===== config.mk =====
export PLATFORM = sky130hd
export DESIGN_NAME = segasys1_tile_fetch_arb
export DESIGN_NICKNAME = d
export VERILOG_FILES = /design/src/rtl/segasys1_vid_pkg.sv /design/src/rtl/segasys1_rr_pick.sv /design/src/rtl/segasys1_tile_fetch_arb.sv
export SDC_FILE = /design/constraint.sdc
export NUM_CORES = 1
export LEC_CHECK = 0
export CAP_MARGIN = 40
export CORE_MARGIN = 4
export CORE_UTILIZATION = 37
export DETAILED_ROUTE_END_ITERATION = 12
export PLACE_DENSITY = 0.71
export SLEW_MARGIN = 25
export SYNTH_ARGS = -nofsm -noshare
export SYNTH_HDL_FRONTEND = slang
export SYNTH_SLANG_ARGS = --single-unit

===== constraint.sdc =====
create_clock -name VCLKx8 -period 3.25 [get_ports VCLKx8]
set_input_delay 0.4875 -clock VCLKx8 [delete_from_list [all_inputs] [get_ports VCLKx8]]
set_output_delay 0.4875 -clock VCLKx8 [all_outputs]
set_load 0.02 [all_outputs]

===== src/rtl/segasys1_vid_pkg.sv =====
// ---------------------------------------------------------------------------
// segasys1_vid_pkg
// Shared definitions for the System 1 video tile-fetch path.
//   AW / DW        : tile ROM address / data widths (data = 3 bitplanes x 8)
//   REQ_*          : fixed requester slots on the shared tile ROM port
//   tag_t          : return tag that travels alongside an in-flight ROM read
//   next_ptr()     : round-robin pointer advance with wrap
// ---------------------------------------------------------------------------
package segasys1_vid_pkg;

    localparam int AW = 14;
    localparam int DW = 24;

    localparam logic [1:0] REQ_BG0 = 2'd0;
    localparam logic [1:0] REQ_BG1 = 2'd1;
    localparam logic [1:0] REQ_SPR = 2'd2;

    typedef struct packed {
        logic       v;
        logic [1:0] id;
    } tag_t;

    localparam tag_t TAG_NONE = '{v: 1'b0, id: 2'd0};

    // Slot after idx, wrapping to 0 after the last populated requester.
    function automatic logic [1:0] next_ptr(input logic [1:0] idx, input int nreq);
        if (int'(idx) + 1 >= nreq) begin
            return 2'd0;
        end
        return idx + 2'd1;
    endfunction

endpackage


===== src/rtl/segasys1_rr_pick.sv =====
// ---------------------------------------------------------------------------
// segasys1_rr_pick
// Combinational round-robin priority picker: returns the first eligible
// index at or after ptr_i, searching upward modulo NREQ.
//   elig_i  : per-requester eligibility mask
//   ptr_i   : search start (always < NREQ)
//   valid_o : at least one requester eligible
//   idx_o   : chosen requester index (0 when valid_o is low)
// ---------------------------------------------------------------------------
module segasys1_rr_pick #(
    parameter int NREQ = 3
) (
    input  logic [NREQ-1:0] elig_i,
    input  logic [1:0]      ptr_i,
    output logic            valid_o,
    output logic [1:0]      idx_o
);
    import segasys1_vid_pkg::*;

    logic [NREQ-1:0] rot;
    logic [1:0]      off;
    logic [2:0]      sum;

    always_comb begin
        // Rotate so bit 0 is the requester at ptr; the doubled vector makes
        // the rotation a plain right shift.
        rot     = NREQ'({elig_i, elig_i} >> ptr_i);
        valid_o = 1'b0;
        off     = 2'd0;
        // Walk downward so the smallest offset is the one left standing.
        for (int i = NREQ - 1; i >= 0; i--) begin
            if (rot[i]) begin
                valid_o = 1'b1;
                off     = 2'(i);
            end
        end
        sum = {1'b0, ptr_i} + {1'b0, off};
        if (sum >= 3'(NREQ)) begin
            sum = sum - 3'(NREQ);
        end
        idx_o = valid_o ? sum[1:0] : 2'd0;
    end

endmodule


===== src/rtl/segasys1_tile_fetch_arb.sv =====
// ---------------------------------------------------------------------------
// segasys1_tile_fetch_arb
// Round-robin request/grant arbiter sharing the single tile character ROM
// port among BG0, BG1 and an optional sprite/debug fetch. Each grant pushes
// an ID tag down a LAT+1 deep pipe; when the tag emerges the ROM word is
// latched into that requester's return slice and a one-cycle rdy is raised.
//   VCLKx8  : pixel x8 clock, all state on rising edge
//   RESET_N : synchronous active-low reset
//   req     : per-requester fetch request (level)
//   req_ad  : per-requester address, slice i = [i*AW +: AW]
//   gnt     : registered one-hot grant pulse
//   rdy     : registered one-hot data-valid pulse
//   rd_dt   : per-requester returned data, slice i = [i*DW +: DW]
//   rom_ad  : registered tile ROM address
//   rom_dt  : tile ROM read data
//   hold    : ROM download in progress, blocks new grants
// ---------------------------------------------------------------------------
module segasys1_tile_fetch_arb #(
    parameter int NREQ = 3,
    parameter int AW   = segasys1_vid_pkg::AW,
    parameter int DW   = segasys1_vid_pkg::DW,
    parameter int LAT  = 1
) (
    input  logic               VCLKx8,
    input  logic               RESET_N,
    input  logic [NREQ-1:0]    req,
    input  logic [NREQ*AW-1:0] req_ad,
    output logic [NREQ-1:0]    gnt,
    output logic [NREQ-1:0]    rdy,
    output logic [NREQ*DW-1:0] rd_dt,
    output logic [AW-1:0]      rom_ad,
    input  logic [DW-1:0]      rom_dt,
    input  logic               hold
);
    import segasys1_vid_pkg::*;

    // ---------------- state ----------------
    logic [1:0]      ptr_q,    ptr_d;
    logic [NREQ-1:0] gnt_q,    gnt_d;
    logic [NREQ-1:0] rdy_q,    rdy_d;
    logic [AW-1:0]   rom_ad_q, rom_ad_d;
    tag_t            tag_d;
    tag_t            tag_q   [LAT+1];
    logic [DW-1:0]   rd_dt_q [NREQ];

    // ---------------- arbitration ----------------
    logic [NREQ-1:0] elig;
    logic            pick_v;
    logic [1:0]      pick_idx;
    tag_t            tag_out;

    // A requester granted this cycle is masked: its req is still high while
    // it reacts to gnt, so without the mask it would be granted twice.
    assign elig = req & ~gnt_q & {NREQ{~hold}};

    segasys1_rr_pick #(
        .NREQ (NREQ)
    ) u_pick (
        .elig_i  (elig),
        .ptr_i   (ptr_q),
        .valid_o (pick_v),
        .idx_o   (pick_idx)
    );

    assign tag_out = tag_q[LAT];

    always_comb begin
        ptr_d    = ptr_q;
        gnt_d    = '0;
        rom_ad_d = rom_ad_q;
        tag_d    = TAG_NONE;
        if (pick_v) begin
            ptr_d    = next_ptr(pick_idx, NREQ);
            gnt_d    = NREQ'(1) << pick_idx;
            rom_ad_d = req_ad[int'(pick_idx)*AW +: AW];
            tag_d    = '{v: 1'b1, id: pick_idx};
        end
        rdy_d = tag_out.v ? (NREQ'(1) << tag_out.id) : '0;
    end

    always_ff @(posedge VCLKx8) begin
        if (!RESET_N) begin
            ptr_q    <= '0;
            gnt_q    <= '0;
            rdy_q    <= '0;
            rom_ad_q <= '0;
        end else begin
            ptr_q    <= ptr_d;
            gnt_q    <= gnt_d;
            rdy_q    <= rdy_d;
            rom_ad_q <= rom_ad_d;
        end
    end

    // ---------------- tag pipe ----------------
    // Stage 0 loads at the granting edge; the ROM sees the address one edge
    // later and its data is ready LAT edges after that, which is exactly when
    // the tag reaches stage LAT and is consumed.
    always_ff @(posedge VCLKx8) begin
        if (!RESET_N) begin
            for (int s = 0; s <= LAT; s++) begin
                tag_q[s] <= TAG_NONE;
            end
        end else begin
            tag_q[0] <= tag_d;
            for (int s = 1; s <= LAT; s++) begin
                tag_q[s] <= tag_q[s-1];
            end
        end
    end

    // ---------------- return registers ----------------
    // Each slice only changes in the cycle its own rdy goes high.
    always_ff @(posedge VCLKx8) begin
        if (!RESET_N) begin
            for (int k = 0; k < NREQ; k++) begin
                rd_dt_q[k] <= '0;
            end
        end else begin
            for (int k = 0; k < NREQ; k++) begin
                if (tag_out.v && (tag_out.id == 2'(k))) begin
                    rd_dt_q[k] <= rom_dt;
                end
            end
        end
    end

    // ---------------- outputs ----------------
    assign gnt    = gnt_q;
    assign rdy    = rdy_q;
    assign rom_ad = rom_ad_q;

    generate
        for (genvar gi = 0; gi < NREQ; gi++) begin : g_rd_dt
            assign rd_dt[gi*DW +: DW] = rd_dt_q[gi];
        end
    endgenerate

endmodule

# Yosys cells after proc, flatten, opt, wreduce, memory -nomap -nowiden
# Memory sizes are Yosys's and may differ from the RTL's.
# Index checks and enable logic that the tools add are counted.
dict set report op_classes {
  n_addsub 4
  n_mul 1
  n_lt_le_gt_ge 2
  eq_ne 2
  shift 4
  n_mux 29
  bitwise_logic 9
  n_reduce_logical 6
}
# op count
set ops {}
lappend ops {{24-bit two-way mux} 3}
lappend ops {{42-bit by 7-bit indexed part select with 14-bit output} 1}
lappend ops {{1-bit two-way mux} 16}
lappend ops {{2-bit two-way mux} 7}
lappend ops {{3-bit two-way mux} 3}
lappend ops {{3-bit AND} 2}
lappend ops {{3-bit by 2-bit >= comparator with 1-bit output (second input constant)} 2}
lappend ops {{1-bit by 2-bit << shifter with 3-bit output (first input constant)} 2}
lappend ops {{6-bit by 2-bit >> shifter with 3-bit output} 1}
lappend ops {{2-bit by 3-bit multiplier with 5-bit output (second input constant)} 1}
lappend ops {{1-bit OR} 5}
lappend ops {{2-bit AND reduction} 2}
lappend ops {{2-bit by 1-bit adder with 3-bit output (second input constant)} 1}
lappend ops {{2-bit by 2-bit adder with 3-bit output} 1}
lappend ops {{1-bit logical AND} 3}
lappend ops {{3-bit inverter} 1}
lappend ops {{2-bit by 1-bit adder with 2-bit output (second input constant)} 1}
lappend ops {{2-bit by 1-bit equality test with 1-bit output (second input constant)} 1}
lappend ops {{2-bit equality test (second input constant)} 1}
lappend ops {{2-bit zero test} 1}
lappend ops {{2-bit subtractor (second input constant)} 1}
lappend ops {{1-bit inverter} 1}
dict set report word_totals {
  register_bits 22
  mem_bits_rw 78
  inputBits 72
  output_inout_bits 92
  wordCells 63
  memories 2
}
# memory depth word_bits rd rd_clocked_by_memory_dff write_ports line
set mem_list {}
lappend mem_list {rd_dt_q 3 24 3 0 3 segasys1_tile_fetch_arb.sv:44} ;# logic [DW-1:0] rd_dt_q [NREQ];
lappend mem_list {tag_q 2 3 2 0 2 segasys1_tile_fetch_arb.sv:43} ;# tag_t tag_q [LAT+1];

# Logic depth before layout (Yosys ltp)
dict set report logic_depth {
  ltp_word 16
  mapped_depth 16
  mapped_depth_nobuf 13
}

# By module
# Synthesis repeated with hierarchy kept, for this count alone.
dict set report unflattened {
  hier_cells 262
  area_unflattened_um2 3769.9
}
# module n_inst cells_each area_each_um2 seq_area_each_um2
set modules_own_cells {}
lappend modules_own_cells {segasys1_tile_fetch_arb 1 237 3585.9 2722.6}
lappend modules_own_cells {segasys1_rr_pick 1 25 183.9 0.0}

# Worst setup path after synthesis
# No wires, ideal clock.
dict set report synth_timing {
  path_type {register to register}
  from {register gnt_q[0], in the netlist gnt[0]}
  to {register rom_ad_q[0], in the netlist rom_ad[0]}
  setup_ns 0.132
  arrival_time_ns 3.239
  t_required_ns 3.118
  path_slack_ns -0.122
  stages_incl_launch_ff 17
  path_buffers 3
  period_less_slack_ns 3.372
  cell_sequence {dfxtp_1 > nand2b_1 > clkbuf_1 > nor3b_1 > nor3_1 > a211oi_1 > ha_1 > inv_1 > fa_1 > inv_1 > ha_1 > and3b_1 > buf_6 > mux2_4 > buf_2 > a222oi_1 > a21oi_1}
}
dict set report synth_between {
  elab_chain_cells 13
  elab_cells_between_ends 17
  cone_classes {2 x add/sub; 1 x mul; 1 x order compare; 2 x shift; 8 x mux; 3 x bitwise}
}
# element line
set synth_lines {}
lappend synth_lines {{start, declared} segasys1_tile_fetch_arb.sv:39} ;# logic [NREQ-1:0] gnt_q, gnt_d;
lappend synth_lines {{start signal, assigned} segasys1_tile_fetch_arb.sv:89} ;# gnt_q <= gnt_d;
lappend synth_lines {{3-bit inverter (*)} segasys1_tile_fetch_arb.sv:54} ;# assign elig = req & ~gnt_q & {NREQ{~hold}};
lappend synth_lines {{3-bit AND (*) (2 in a row)} segasys1_tile_fetch_arb.sv:54}
lappend synth_lines {{6-bit by 2-bit >> shifter with 3-bit output (*)} segasys1_rr_pick.sv:27} ;# rot = NREQ'({elig_i, elig_i} >> ptr_i);
lappend synth_lines {{2-bit two-way mux (3 in a row)} segasys1_rr_pick.sv:32} ;# if (rot[i]) begin
lappend synth_lines {{2-bit by 2-bit adder with 3-bit output} segasys1_rr_pick.sv:37} ;# sum = {1'b0, ptr_i} + {1'b0, off};
lappend synth_lines {{3-bit by 2-bit >= comparator with 1-bit output or 2-bit subtractor (tied branches)} {segasys1_rr_pick.sv:38, segasys1_rr_pick.sv:39}}
lappend synth_lines {{2-bit two-way mux} segasys1_rr_pick.sv:38} ;# if (sum >= 3'(NREQ)) begin
lappend synth_lines {{2-bit two-way mux} segasys1_rr_pick.sv:41} ;# idx_o = valid_o ? sum[1:0] : 2'd0;
lappend synth_lines {{2-bit by 3-bit multiplier with 5-bit output} segasys1_tile_fetch_arb.sv:75} ;# rom_ad_d = req_ad[int'(pick_idx)*AW +: AW];
lappend synth_lines {{42-bit by 7-bit indexed part select with 14-bit output} segasys1_tile_fetch_arb.sv:75}
lappend synth_lines {{end signal, assigned} segasys1_tile_fetch_arb.sv:91} ;# rom_ad_q <= rom_ad_d;
lappend synth_lines {{end, declared} segasys1_tile_fetch_arb.sv:41} ;# logic [AW-1:0] rom_ad_q, rom_ad_d;
# Mark *: on every way between the ends. The rest lies on a longest branch, timed or not.
# A chain may end at the register's enable or synchronous reset.

# Final worst setup path
dict set report layout_timing {
  from {input port req[2]}
  to {register rom_ad_q[9], in the netlist rom_ad[9]}
}
dict set report layout_between {
  elab_chain_cells 12
  elab_cells_between_ends 16
  cone_classes {2 x add/sub; 1 x mul; 1 x order compare; 2 x shift; 8 x mux; 2 x bitwise}
}
# element line
set layout_lines {}
lappend layout_lines {{start, declared} segasys1_tile_fetch_arb.sv:26} ;# input logic [NREQ-1:0] req,
lappend layout_lines {{3-bit AND (*) (2 in a row)} segasys1_tile_fetch_arb.sv:54}
lappend layout_lines {{6-bit by 2-bit >> shifter with 3-bit output (*)} segasys1_rr_pick.sv:27}
lappend layout_lines {{2-bit two-way mux (3 in a row)} segasys1_rr_pick.sv:32}
lappend layout_lines {{2-bit by 2-bit adder with 3-bit output} segasys1_rr_pick.sv:37}
lappend layout_lines {{3-bit by 2-bit >= comparator with 1-bit output or 2-bit subtractor (tied branches)} {segasys1_rr_pick.sv:38, segasys1_rr_pick.sv:39}}
lappend layout_lines {{2-bit two-way mux} segasys1_rr_pick.sv:38}
lappend layout_lines {{2-bit two-way mux} segasys1_rr_pick.sv:41}
lappend layout_lines {{2-bit by 3-bit multiplier with 5-bit output} segasys1_tile_fetch_arb.sv:75}
lappend layout_lines {{42-bit by 7-bit indexed part select with 14-bit output} segasys1_tile_fetch_arb.sv:75}
# Marks and branches as above.

==> impl_results.md <==
- Synth Area in Compound Gates: 10.22%
- Peak supply drop: 0.5263 mV
- Post-layout min period: 3.164 ns
- Final count of hold timing violations: 0
- XOR/XNOR share of the synthesized area: 0%
- FP Rows: 35
- Largest net degree at the start of global routing: 27
- DP HPWL: 6658 um
- CTS H-tree depth: 3
- Worst R2R Setup Slack: 0.10 ns
- First-pass GRT wire length: 14400 um
- Final wirelength: 9391 um
- Die area: 11480 um^2
- Worst r2r src: ptr_q[0]
- Vias in the first global route: 2739
- Ratio of cells with drive above 1 in the final layout: 14.32%
- Post-route insts no fill: 555
- Max-cap violations: 0
- Hold Path Stages: 1
- Commonest non-fill, non-tap cell in the layout: clkdlybuf4s50_1
- Multi-input logic area: 910.9 um^2
- Largest family of logic cells by synthesized area: compound AO/OA/AOI/OAI gates
- CP cell instances: dlygate4sd2_1, nor2b_4, and3_4, nor3_2, a211oi_2, ha_2, inv_2, fa_1, inv_1, ha_2, and3b_2, a22o_4, a222oi_1, a21oi_1
- Endpoint, Worst Hold: tag_q[0][5]
- Min-delay worst type: reg -> reg
- CP Buf/Inv Count: 3
- Final instance area: 5823 um^2
- Drt first pass iters: 7
- Clk sinks: 100
- Status: complete, no violations
- Unrepaired setup endpoints after global routing: yes
- Initial antenna violation count: 0
- Syn-to-layout area delta: 60.10%
- Hold_buf cts: 0
- Wire per inst: 16.92 um
- Starting DRT DRC Count: 162
- Starting Density: 38.63%
- Syn_nets: 313
- TritonCTS Buffers: 9
- Final Max Tran Viols: 0
- Port bufs: 163
- Most common cell on crit path: ha_2
- R2R cell count: 12
- Vias per cell: 4.859
- Synth top area cells: edfxtp_1 59%, dfxtp_1 15%, and2_1 4.6%
- Crit path max-delay family: compound AO/OA/AOI/OAI gates
- Commonest cells after routing, fill and taps aside: 160 x clkdlybuf4s50_1, 72 x edfxtp_1, 27 x and2_1, 24 x dfxtp_1, 18 x buf_4
- Total GRT Usage: 16.20%
- Syn Inst Count: 238
- Lkg Pwr: 2.167 nW
- Slowest CP cell: fa_1
- Crit path max fanout: 16
- Worst EP required: 3.49 ns
- I/O pins: 164
- Mux contribution to synthesized area: 1.238%
- Post-DP Area: 5487 um^2
- Placed cells: 532
- Distinct cells, synth: 32
- Crit Reg-Reg Endpoint: rom_ad[9]
- Crit path capture type: flop
- Core Area: 9415 um^2
- Post-synthesis adder-cell area fraction: 1.238%
- Post-route ant nets: 0
- Critical Path Max Stage Delay: 0.44 ns
- Power per cell area: 650.5 nW/um^2
- Setup TNS: 0 ns
- Top-area cell type share of the netlist area: 59.44%
- Register area: 2728 um^2
- Max frequency: 316.0 MHz
- Die X: 107.2 um
- Via count: 2697
- Worst-Margin Slew: 0.3430 ns
- Final period utilization: 97.36%
- Root Driver: clkbuf_8
- Clock Pin Slew Worst Setup and Hold Paths: 0.10 ns
- Ant. Diodes: 0
- Die Height: 107.2 um
- Syn. warnings: 0
- Critical hold path startpoint: tag_q[0][2]
- Yosys reg bits: 100
- Max Root-Sink Buffers: 2
- DRC: 0
- Average size of a mapped cell: 15.28 um^2
- Layout Skew: 0.007885 ns
- Crit Path Class: in -> reg
- Layout fillers: 709
- Synth Area in Simple Gates: 10.04%
- Cell taking the most area after synthesis: edfxtp_1
- Critical path arrival: 3.40 ns
- Post-synthesis sequential area ratio: 74.85%
- Clk_lat worst skew: 0.35 ns
- Post-synthesis cell area: 3637 um^2
- Setup crit start kind: input pin
- GP Congestion: 0.7706
- Final net count: 496
- CTS tree: yes
- Slew headroom: 77.13%
- GR Overflow Total: 0
- Final setup viols: 0
Yosys cell counts, drive strengths merged:
library cell and number:
a211oi 2, a21o 1, a21oi 15, a222oi 14, a22o 1, a22oi 1, a31oi 2, and2 27
and3 4, and3b 1, buf 6, clkbuf 7, dfxtp 28, edfxtp 72, fa 1, ha 2
inv 5, mux2 1, mux2i 3, nand2 4, nand2b 6, nor2 5, nor2b 5, nor3 5
nor3b 3, nor4 2, o211ai 1, o21ai 14
kinds of logic (layout without fill, tap and decap cells):
family,Yosys count,in the layout
AO/OA/AOI/OAI,51,51
multiplexers,4,5
flip-flops,100,100
buffers and inverters,18,205
AND/OR/NAND/NOR,62,62
adder cells (fa/ha/maj),3,3
per-layer routing:
layer	vias up	part of all wire [%]	global-route usage (%)
met5	-	0	0
met4	0	0.59	4.932
met3	4	12	5.840
met2	173	45	26.72
met1	1245	42	19.89
li1	1275	-	-
state kept, by name (all words and copies together), names as in the netlist:
signal   flops
tag_q        6
gnt          3
rdy          3
ptr_q        2
rd_dt_q     72
rom_ad      14
repair_timing:
| item | in CTS | in global routing |
|---|---|---|
| gates cloned | 1 | 0 |
| endpoints found under the setup margin | 17 | 15 |
| resized for setup | 17 | 7 |
| buffers inserted | 3 | 3 |
| pin swaps | 5 | 19 |
area by class of cell:
class,instances,share of cell area [%]
Clock inverter,7,1.289
Tap cell,129,2.772
Timing Repair Buffer,184,31.01
Inverter,5,0.3223
Multi-Input combinational cell,121,15.64
Clock buffer,9,2.127
Sequential cell,100,46.84
worst register-to-register path, cell delays in order (launching register included):
cell	delay [ns]
dfxtp_2	0.47
and3_4	0.24
nor3_2	0.05
a211oi_2	0.25
ha_2	0.21
inv_2	0.04
fa_1	0.44
inv_1	0.07
ha_2	0.16
and3b_2	0.27
a22o_4	0.35
a222oi_1	0.38
a21oi_1	0.12
power breakdown:
part / switching, mW / internal, mW
registers: 0.0797 / 1.50
clock network: 0.467 / 0.305
logic: 0.717 / 0.721
total: 1.26 / 2.52
worst max-delay path by stage:
stage	from	to	slack [ns]	depth (start not counted)
after global routing	req[2]	rom_ad[10]	-0.04	14
after global placement	req[2]	rom_ad[11]	-0.58	15
after detailed placement	req[2]	rom_ad[5]	-0.71	15
after CTS	ptr_q[0]	rom_ad[8]	0.009	12
after floorplan	gnt[1]	rom_ad[0]	0.006	15
final	req[2]	rom_ad[9]	0.09	14
per-stage QoR:
| stage | power (mW) | util [%] | setup WS [ns] | hold slack, ns |
|---|---|---|---|---|
| after detailed placement | 2.842 | 58.27 | -0.7112 | 0.4227 |
| after floorplan | 2.418 | - | 0.006356 | 0.4119 |
| after global routing | 4.008 | 61.85 | -0.04280 | 0.4695 |
| after global placement | 2.820 | 58.27 | -0.5764 | 0.4161 |
| final | 3.788 | 61.85 | 0.08567 | 0.4457 |
| after CTS | 3.774 | 61.46 | 0.009001 | 0.4503 |
(Power assumes the default switching activity.)
